<file path="config.mk">
export PLATFORM = sky130hd
export DESIGN_NAME = ldtu_ofifo
export DESIGN_NICKNAME = d
export VERILOG_FILES = /design/src/rtl/ldtu_ofifo.sv
export SDC_FILE = /design/constraint.sdc
export NUM_CORES = 2
export LEC_CHECK = 0
export BUFFER_PORTS_ARGS = -buffer_cell sky130_fd_sc_hd__buf_2
export CORE_MARGIN = 3
export CORE_UTILIZATION = 47
export CTS_CLUSTER_SIZE = 20
export DETAILED_ROUTE_END_ITERATION = 8
export PLACE_DENSITY = 0.63
export SLEW_MARGIN = 25
export SYNTH_ARGS = -nofsm -noshare
export SYNTH_HDL_FRONTEND = slang
export SYNTH_SLANG_ARGS = --single-unit
</file>
<file path="constraint.sdc">
create_clock -name CLK -period 4.9 [get_ports CLK]
set_clock_uncertainty 0.05 [all_clocks]
set_input_delay 0.245 -clock CLK [delete_from_list [all_inputs] [get_ports CLK]]
set_output_delay 0.245 -clock CLK [all_outputs]
set_load 0.005 [all_outputs]
</file>
<file path="src/rtl/ldtu_ofifo.sv">
// ldtu_ofifo: output FIFO between the control unit and the serializer.
//
// Words written by the control unit are stored in order and popped one at a
// time into a registered output. When nothing is popped the output carries
// IdlePattern, so the serializer always has a valid word to send.
//
// Ports:
//   CLK           clock, rising edge
//   rst           asynchronous active-high reset
//   write_signal  write request; DATA_from_CU is stored if not full
//   DATA_from_CU  word to store
//   read_signal   pop request; DATA_out gets the oldest word if not empty
//   full          occupancy == FifoDepth_buff
//   empty         occupancy == 0
//   DATA_out      registered output word (IdlePattern when no pop)
//   occupancy     number of stored words, 0..FifoDepth_buff
//   drop_cnt      saturating count of writes rejected because the FIFO was full
module ldtu_ofifo #(
    parameter int unsigned Nbits_32       = 32,
    parameter int unsigned FifoDepth_buff = 64,
    parameter int unsigned bits_ptr       = 6,
    parameter logic [Nbits_32-1:0] IdlePattern = 32'hEAAAAAAA
) (
    input  logic                CLK,
    input  logic                rst,
    input  logic                write_signal,
    input  logic [Nbits_32-1:0] DATA_from_CU,
    input  logic                read_signal,
    output logic                full,
    output logic                empty,
    output logic [Nbits_32-1:0] DATA_out,
    output logic [bits_ptr:0]   occupancy,
    output logic [7:0]          drop_cnt
);

    localparam logic [bits_ptr:0] PtrOne = {{bits_ptr{1'b0}}, 1'b1};

    logic [Nbits_32-1:0] mem [FifoDepth_buff];

    // Pointers carry one extra wrap bit so full and empty are distinguishable.
    logic [bits_ptr:0]   wr_ptr_q, wr_ptr_d;
    logic [bits_ptr:0]   rd_ptr_q, rd_ptr_d;
    logic [7:0]          drop_cnt_q, drop_cnt_d;
    logic [Nbits_32-1:0] data_out_q, data_out_d;

    logic push;
    logic pop;
    logic drop;

    // Status decoded from the registered pointers, i.e. pre-edge values.
    always_comb begin
        full      = (wr_ptr_q[bits_ptr-1:0] == rd_ptr_q[bits_ptr-1:0]) &&
                    (wr_ptr_q[bits_ptr] != rd_ptr_q[bits_ptr]);
        empty     = (wr_ptr_q == rd_ptr_q);
        occupancy = wr_ptr_q - rd_ptr_q;
        DATA_out  = data_out_q;
        drop_cnt  = drop_cnt_q;
    end

    always_comb begin
        push       = write_signal && !full;
        drop       = write_signal && full;
        pop        = read_signal && !empty;

        wr_ptr_d   = wr_ptr_q;
        rd_ptr_d   = rd_ptr_q;
        drop_cnt_d = drop_cnt_q;
        data_out_d = IdlePattern;

        if (push) begin
            wr_ptr_d = wr_ptr_q + PtrOne;
        end
        if (drop && (drop_cnt_q != 8'hFF)) begin
            drop_cnt_d = drop_cnt_q + 8'd1;
        end
        if (pop) begin
            rd_ptr_d   = rd_ptr_q + PtrOne;
            data_out_d = mem[rd_ptr_q[bits_ptr-1:0]];
        end
    end

    always_ff @(posedge CLK or posedge rst) begin
        if (rst) begin
            wr_ptr_q   <= '0;
            rd_ptr_q   <= '0;
            drop_cnt_q <= '0;
            data_out_q <= IdlePattern;
        end else begin
            wr_ptr_q   <= wr_ptr_d;
            rd_ptr_q   <= rd_ptr_d;
            drop_cnt_q <= drop_cnt_d;
            data_out_q <= data_out_d;
        end
    end

    // Storage is deliberately not reset; entries are only read after being written.
    always_ff @(posedge CLK) begin
        if (push) begin
            mem[wr_ptr_q[bits_ptr-1:0]] <= DATA_from_CU;
        end
    end

endmodule

</file>
==> metrics.txt <==
# TYPE chip_impl_metric gauge
chip_impl_info{name="outcome",value="completed"} 1
chip_impl_metric{name="coreArea",unit="µm²"} 170000
chip_impl_metric{name="yosysUniqueCellTypes",unit=""} 51
chip_impl_metric{name="synthArstFlopShare",unit=""} 0.0257
chip_impl_metric{name="synthCells",unit=""} 3526
chip_impl_metric{name="finalCritPeriodShare",unit=""} 0.900
chip_impl_info{name="cpLargestDelayFamily",value="buffers and inverters"} 1
chip_impl_metric{name="post_synth_instance_area",unit="µm²"} 80400
chip_impl_metric{name="largest_stage_delay_on_the_critical_path",unit="ns"} 0.81
chip_impl_metric{name="final_net_count",unit=""} 3868
chip_impl_metric{name="area_overhead_vs_synth",unit="%"} 13.7
chip_impl_metric{name="port-buffer-count",unit=""} 84
chip_impl_info{name="ys.flop_type",value="sky130_fd_sc_hd__edfxtp_1"} 1
chip_impl_metric{name="design.portCount",unit=""} 85
chip_impl_info{name="tritoncts_clock_tree",value="built"} 1
chip_impl_metric{name="fillers",unit=""} 12700
chip_impl_metric{name="final.min_clock_period",unit="ns"} 4.41
chip_impl_metric{name="ys_ff_latch",unit=""} 2102
chip_impl_metric{name="worstPathBufferInverterCount",unit=""} 3
chip_impl_metric{name="grt_util_met3",unit=""} 0.0355
chip_impl_metric{name="worst-r2r-setup-slack",unit="ns"} 0.64
chip_impl_metric{name="detail_route.iter0.violations",unit=""} 4479
chip_impl_metric{name="routed-via-count",unit=""} 38500
chip_impl_metric{name="maxSlewViolCount",unit=""} 0
chip_impl_metric{name="drv_cap",unit=""} 0
chip_impl_info{name="grt_busiest_layer",value="met2"} 1
chip_impl_metric{name="wl_per_cell",unit="µm"} 33.4
chip_impl_metric{name="cp_data_required_time",unit="ns"} 4.61
chip_impl_metric{name="synth.yosys.seq_area_share",unit=""} 0.782
chip_impl_metric{name="critical_path.max_fanout",unit=""} 60
chip_impl_metric{name="wire_length_of_the_first_global_routing_pass",unit="µm"} 296000
chip_impl_info{name="critical_path.endpoint",value="occupancy[6]"} 1
chip_impl_metric{name="ys.warnings.count",unit=""} 0
chip_impl_metric{name="clockBufferDepth",unit=""} 3
chip_impl_metric{name="actual_transition_at_the_worst_max_transition_pin",unit="ns"} 1.14
chip_impl_metric{name="clk_transition_reported_paths",unit="ns"} 0.06
chip_impl_metric{name="timing.final.setup_violations",unit=""} 0
chip_impl_metric{name="final_util",unit=""} 0.539
chip_impl_metric{name="postSynthNetCount",unit=""} 3572
chip_impl_metric{name="cts_made_buffers",unit=""} 207
chip_impl_metric{name="yosysTopAreaCellShare",unit=""} 0.765
chip_impl_metric{name="first_global_vias",unit=""} 38500
chip_impl_metric{name="groute.usage.overall",unit=""} 0.240
chip_impl_metric{name="area_of_the_die",unit="µm²"} 176000
chip_impl_metric{name="dpl-instance-area",unit="µm²"} 84600
chip_impl_metric{name="fp.dieH",unit="µm"} 419
chip_impl_metric{name="number_of_failing_hold_endpoints_at_the_final_stage",unit=""} 0
chip_impl_metric{name="post_route_cells_drive_above_1_share",unit=""} 0.296
chip_impl_metric{name="gr-total-overflow",unit=""} 0
chip_impl_info{name="cp_cell_sequence",value="buf_4, buf_4, fa_1, nor2b_1, o21ai_0, nand2b_1, a21o_1, a21oi_1, xnor2_1, buf_2"} 1
chip_impl_metric{name="firstDrtPassIters",unit=""} 5
chip_impl_info{name="synth.top_cells.by_area",value="sky130_fd_sc_hd__edfxtp_1 77%, sky130_fd_sc_hd__mux4_2 15%, sky130_fd_sc_hd__mux2i_1 1.2%"} 1
chip_impl_metric{name="critical_path_depth",unit=""} 10
chip_impl_metric{name="data_arrival_time_at_the_worst_slack_endpoint",unit="ns"} 4.12
chip_impl_info{name="yosys.area.top_type",value="sky130_fd_sc_hd__edfxtp_1"} 1
chip_impl_info{name="reg2reg_to",value="mem[32][26]$_DFFE_PP_"} 1
chip_impl_metric{name="multi_input_area",unit="µm²"} 16900
chip_impl_metric{name="pwr_density_cell",unit="nW/µm²"} 554
chip_impl_metric{name="dp_wirelength",unit="µm"} 120000
chip_impl_info{name="critical-path-slowest-cell",value="sky130_fd_sc_hd__buf_4"} 1
chip_impl_metric{name="use_met2",unit=""} 0.381
chip_impl_metric{name="grt.met1_usage",unit=""} 0.344
chip_impl_metric{name="total_wirelength",unit="µm"} 208000
chip_impl_info{name="crit_path_frequent_cell",value="sky130_fd_sc_hd__buf_4"} 1
chip_impl_info{name="root_buffer",value="sky130_fd_sc_hd__clkbuf_16"} 1
chip_impl_metric{name="postLayoutCellArea",unit="µm²"} 91400
chip_impl_info{name="hp-class",value="in -> reg"} 1
chip_impl_info{name="crit-reg2reg-launch",value="rd_ptr_q[0]$_DFFE_PP0N_"} 1
chip_impl_metric{name="drc",unit=""} 0
chip_impl_metric{name="grt_start_max_net_pins",unit=""} 116
chip_impl_info{name="worst_setup_path_startpoint",value="rd_ptr_q[1]$_DFFE_PP0N_"} 1
chip_impl_metric{name="area.sequential",unit="µm²"} 62900
chip_impl_metric{name="tns",unit="ns"} 0
chip_impl_info{name="worstSetupStartpointType",value="register"} 1
chip_impl_info{name="critPathKind",value="reg -> out"} 1
chip_impl_metric{name="synth-edff-count",unit=""} 2048
chip_impl_metric{name="worstRegToRegCells",unit=""} 9
chip_impl_metric{name="vias_per_cell",unit=""} 6.19
chip_impl_metric{name="grt_antenna_before_repair",unit=""} 4
chip_impl_metric{name="cts_max_level",unit=""} 4
chip_impl_metric{name="clock_latency",unit="ns"} 0.83
chip_impl_metric{name="initial_core_util",unit=""} 0.474
chip_impl_metric{name="power.leakage",unit="nW"} 28.8
chip_impl_metric{name="maximum_clock_frequency",unit="GHz"} 0.227
chip_impl_metric{name="die_x",unit="µm"} 419
chip_impl_metric{name="relSlewSlack",unit=""} 0.236
chip_impl_metric{name="ir_worst_vdd",unit="mV"} 0.554
chip_impl_metric{name="routabilityCongestion",unit=""} 0.841
chip_impl_info{name="grt_setup_unrepaired",value="false"} 1
chip_impl_metric{name="postRouteAntennaNets",unit=""} 0
chip_impl_info{name="element_type_at_the_critical_path_end",value="primary output"} 1
chip_impl_metric{name="avgSynthCellArea",unit="µm²"} 22.8
chip_impl_metric{name="num_rows",unit=""} 151
chip_impl_metric{name="clock_sink_count",unit=""} 2102
cell usage in the layout, fill, tap and decap left out, drive strengths merged, types with 52 or more instances in the layout:
cell	n
nand3	52
nor2	94
buf	253
clkinv	102
clkbuf	269
mux4	533
edfxtp	2048
a21oi	52
nand2	122
mux2i	98
repair_timing:
action | 4_1_cts | 5_1_grt
hold endpoints to repair | 682 | 128
gates resized for setup | 0 | 0
buffers inserted | 0 | 0
hold buffers | 16 | 2
cells by family after synthesis:
group	share of synthesized area
flip-flops	0.782
multiplexers	0.164
AND/OR/NAND/NOR	0.0168
AO/OA/AOI/OAI	0.0196
buffers and inverters	0.0132
XOR/XNOR	0.00272
adder cells (fa/ha/maj)	0.00165
registers in the layout (all words and copies together) (netlist names):
| register | count |
|---|---|
| DATA_out | 32 |
| wr_ptr_q | 7 |
| drop_cnt | 8 |
| mem | 2048 |
| rd_ptr_q | 7 |
worst register-to-register path, stage by stage (launching register included):
cell                      delay (ns)
sky130_fd_sc_hd__dfrtp_4        0.61
sky130_fd_sc_hd__ha_1           0.36
sky130_fd_sc_hd__nand4_1        0.18
sky130_fd_sc_hd__nor3_1         0.07
sky130_fd_sc_hd__buf_4          0.15
sky130_fd_sc_hd__nor2b_1        0.58
sky130_fd_sc_hd__nor2b_1        0.32
sky130_fd_sc_hd__nand2_1        0.50
sky130_fd_sc_hd__nor2_4         0.60
sky130_fd_sc_hd__buf_4          0.47
power by group:
part | switching (mW) | internal, mW | total, mW | leakage [nW]
Clock | 6.72 | 8.51 | 15.2 | 3.18
Combinational | 8.44 | 6.02 | 14.5 | 6.57
Sequential | 0.348 | 20.6 | 20.9 | 19.1
layout make-up:
| class | count | area share |
|---|---|---|
| flip-flops and latches | 2102 | 0.688 |
| multi-input cells | 1230 | 0.185 |
| clock buffers | 269 | 0.0605 |
| well taps | 2218 | 0.0304 |
| repair buffers | 271 | 0.0244 |
| clock inverters | 120 | 0.0109 |
| inverters | 10 | 0.000479 |
| diodes | 3 | 0.0000821 |
stage by stage:
stage / instances / setup slack, ns / hold slack (ns) / power [mW]
5_1_grt: 6220 / 0.259 / 0.0472 / 52.4
3_5_place_dp: 5812 / 0.677 / 0.333 / 35.9
6_report: 6223 / 0.489 / 0.0341 / 50.6
4_1_cts: 6217 / 0.396 / 0.00812 / 51.0
2_1_floorplan: 3526 / 0.172 / 0.294 / 30.5
3_3_place_gp: 5812 / 0.694 / 0.324 / 35.8
metal layers:
layer  vias to the layer above  wire length [µm]
met4                         6              7400
met5                         -                40
li1                      15600                 -
met2                      1740            101000
met1                     20900             84500
met3                       303             15300
how the worst min path moves through the flow:
stage | endpoint | cells after the start | slack, ns | from
floorplan | mem[0][0]$_DFFE_PP_ | 0 | 0.29 | DATA_from_CU[0]
global placement | drop_cnt[4]$_DFFE_PP0P_ | 2 | 0.32 | rst
detailed placement | drop_cnt[4]$_DFFE_PP0P_ | 2 | 0.33 | rst
CTS | mem[54][21]$_DFFE_PP_ | 2 | 0.008 | DATA_from_CU[21]
global route | mem[5][22]$_DFFE_PP_ | 2 | 0.05 | DATA_from_CU[22]
finish | mem[20][17]$_DFFE_PP_ | 2 | 0.03 | DATA_from_CU[17]
cell usage after synthesis, types with 3 or more instances:
cell and number:
sky130_fd_sc_hd__a31oi_1 12, sky130_fd_sc_hd__a21oi_1 52, sky130_fd_sc_hd__buf_2 57, sky130_fd_sc_hd__a32oi_1 11, sky130_fd_sc_hd__a22oi_1 51, sky130_fd_sc_hd__nand2_1 122, sky130_fd_sc_hd__buf_4 28, sky130_fd_sc_hd__nor3_1 8
sky130_fd_sc_hd__a2111oi_0 3, sky130_fd_sc_hd__mux2_2 15, sky130_fd_sc_hd__a211oi_1 6, sky130_fd_sc_hd__and2_1 4, sky130_fd_sc_hd__a221oi_1 19, sky130_fd_sc_hd__edfxtp_1 2048, sky130_fd_sc_hd__ha_1 9, sky130_fd_sc_hd__mux4_2 533
sky130_fd_sc_hd__a21o_1 3, sky130_fd_sc_hd__and2_0 3, sky130_fd_sc_hd__buf_6 18, sky130_fd_sc_hd__dfrtp_1 37, sky130_fd_sc_hd__and3_1 5, sky130_fd_sc_hd__mux2i_1 98, sky130_fd_sc_hd__nand3b_1 4, sky130_fd_sc_hd__dfstp_2 17
sky130_fd_sc_hd__xor2_1 6, sky130_fd_sc_hd__o21ai_0 33, sky130_fd_sc_hd__nor2b_1 6, sky130_fd_sc_hd__o21ai_1 12, sky130_fd_sc_hd__inv_2 3, sky130_fd_sc_hd__inv_1 7, sky130_fd_sc_hd__nor2_1 94, sky130_fd_sc_hd__buf_1 30
sky130_fd_sc_hd__o221ai_1 11, sky130_fd_sc_hd__xnor2_1 19, sky130_fd_sc_hd__clkbuf_1 49, sky130_fd_sc_hd__nand3_1 52, sky130_fd_sc_hd__a22o_1 4, sky130_fd_sc_hd__nand4_1 8, sky130_fd_sc_hd__o22ai_1 12
Power figures use the tool's default switching activity.
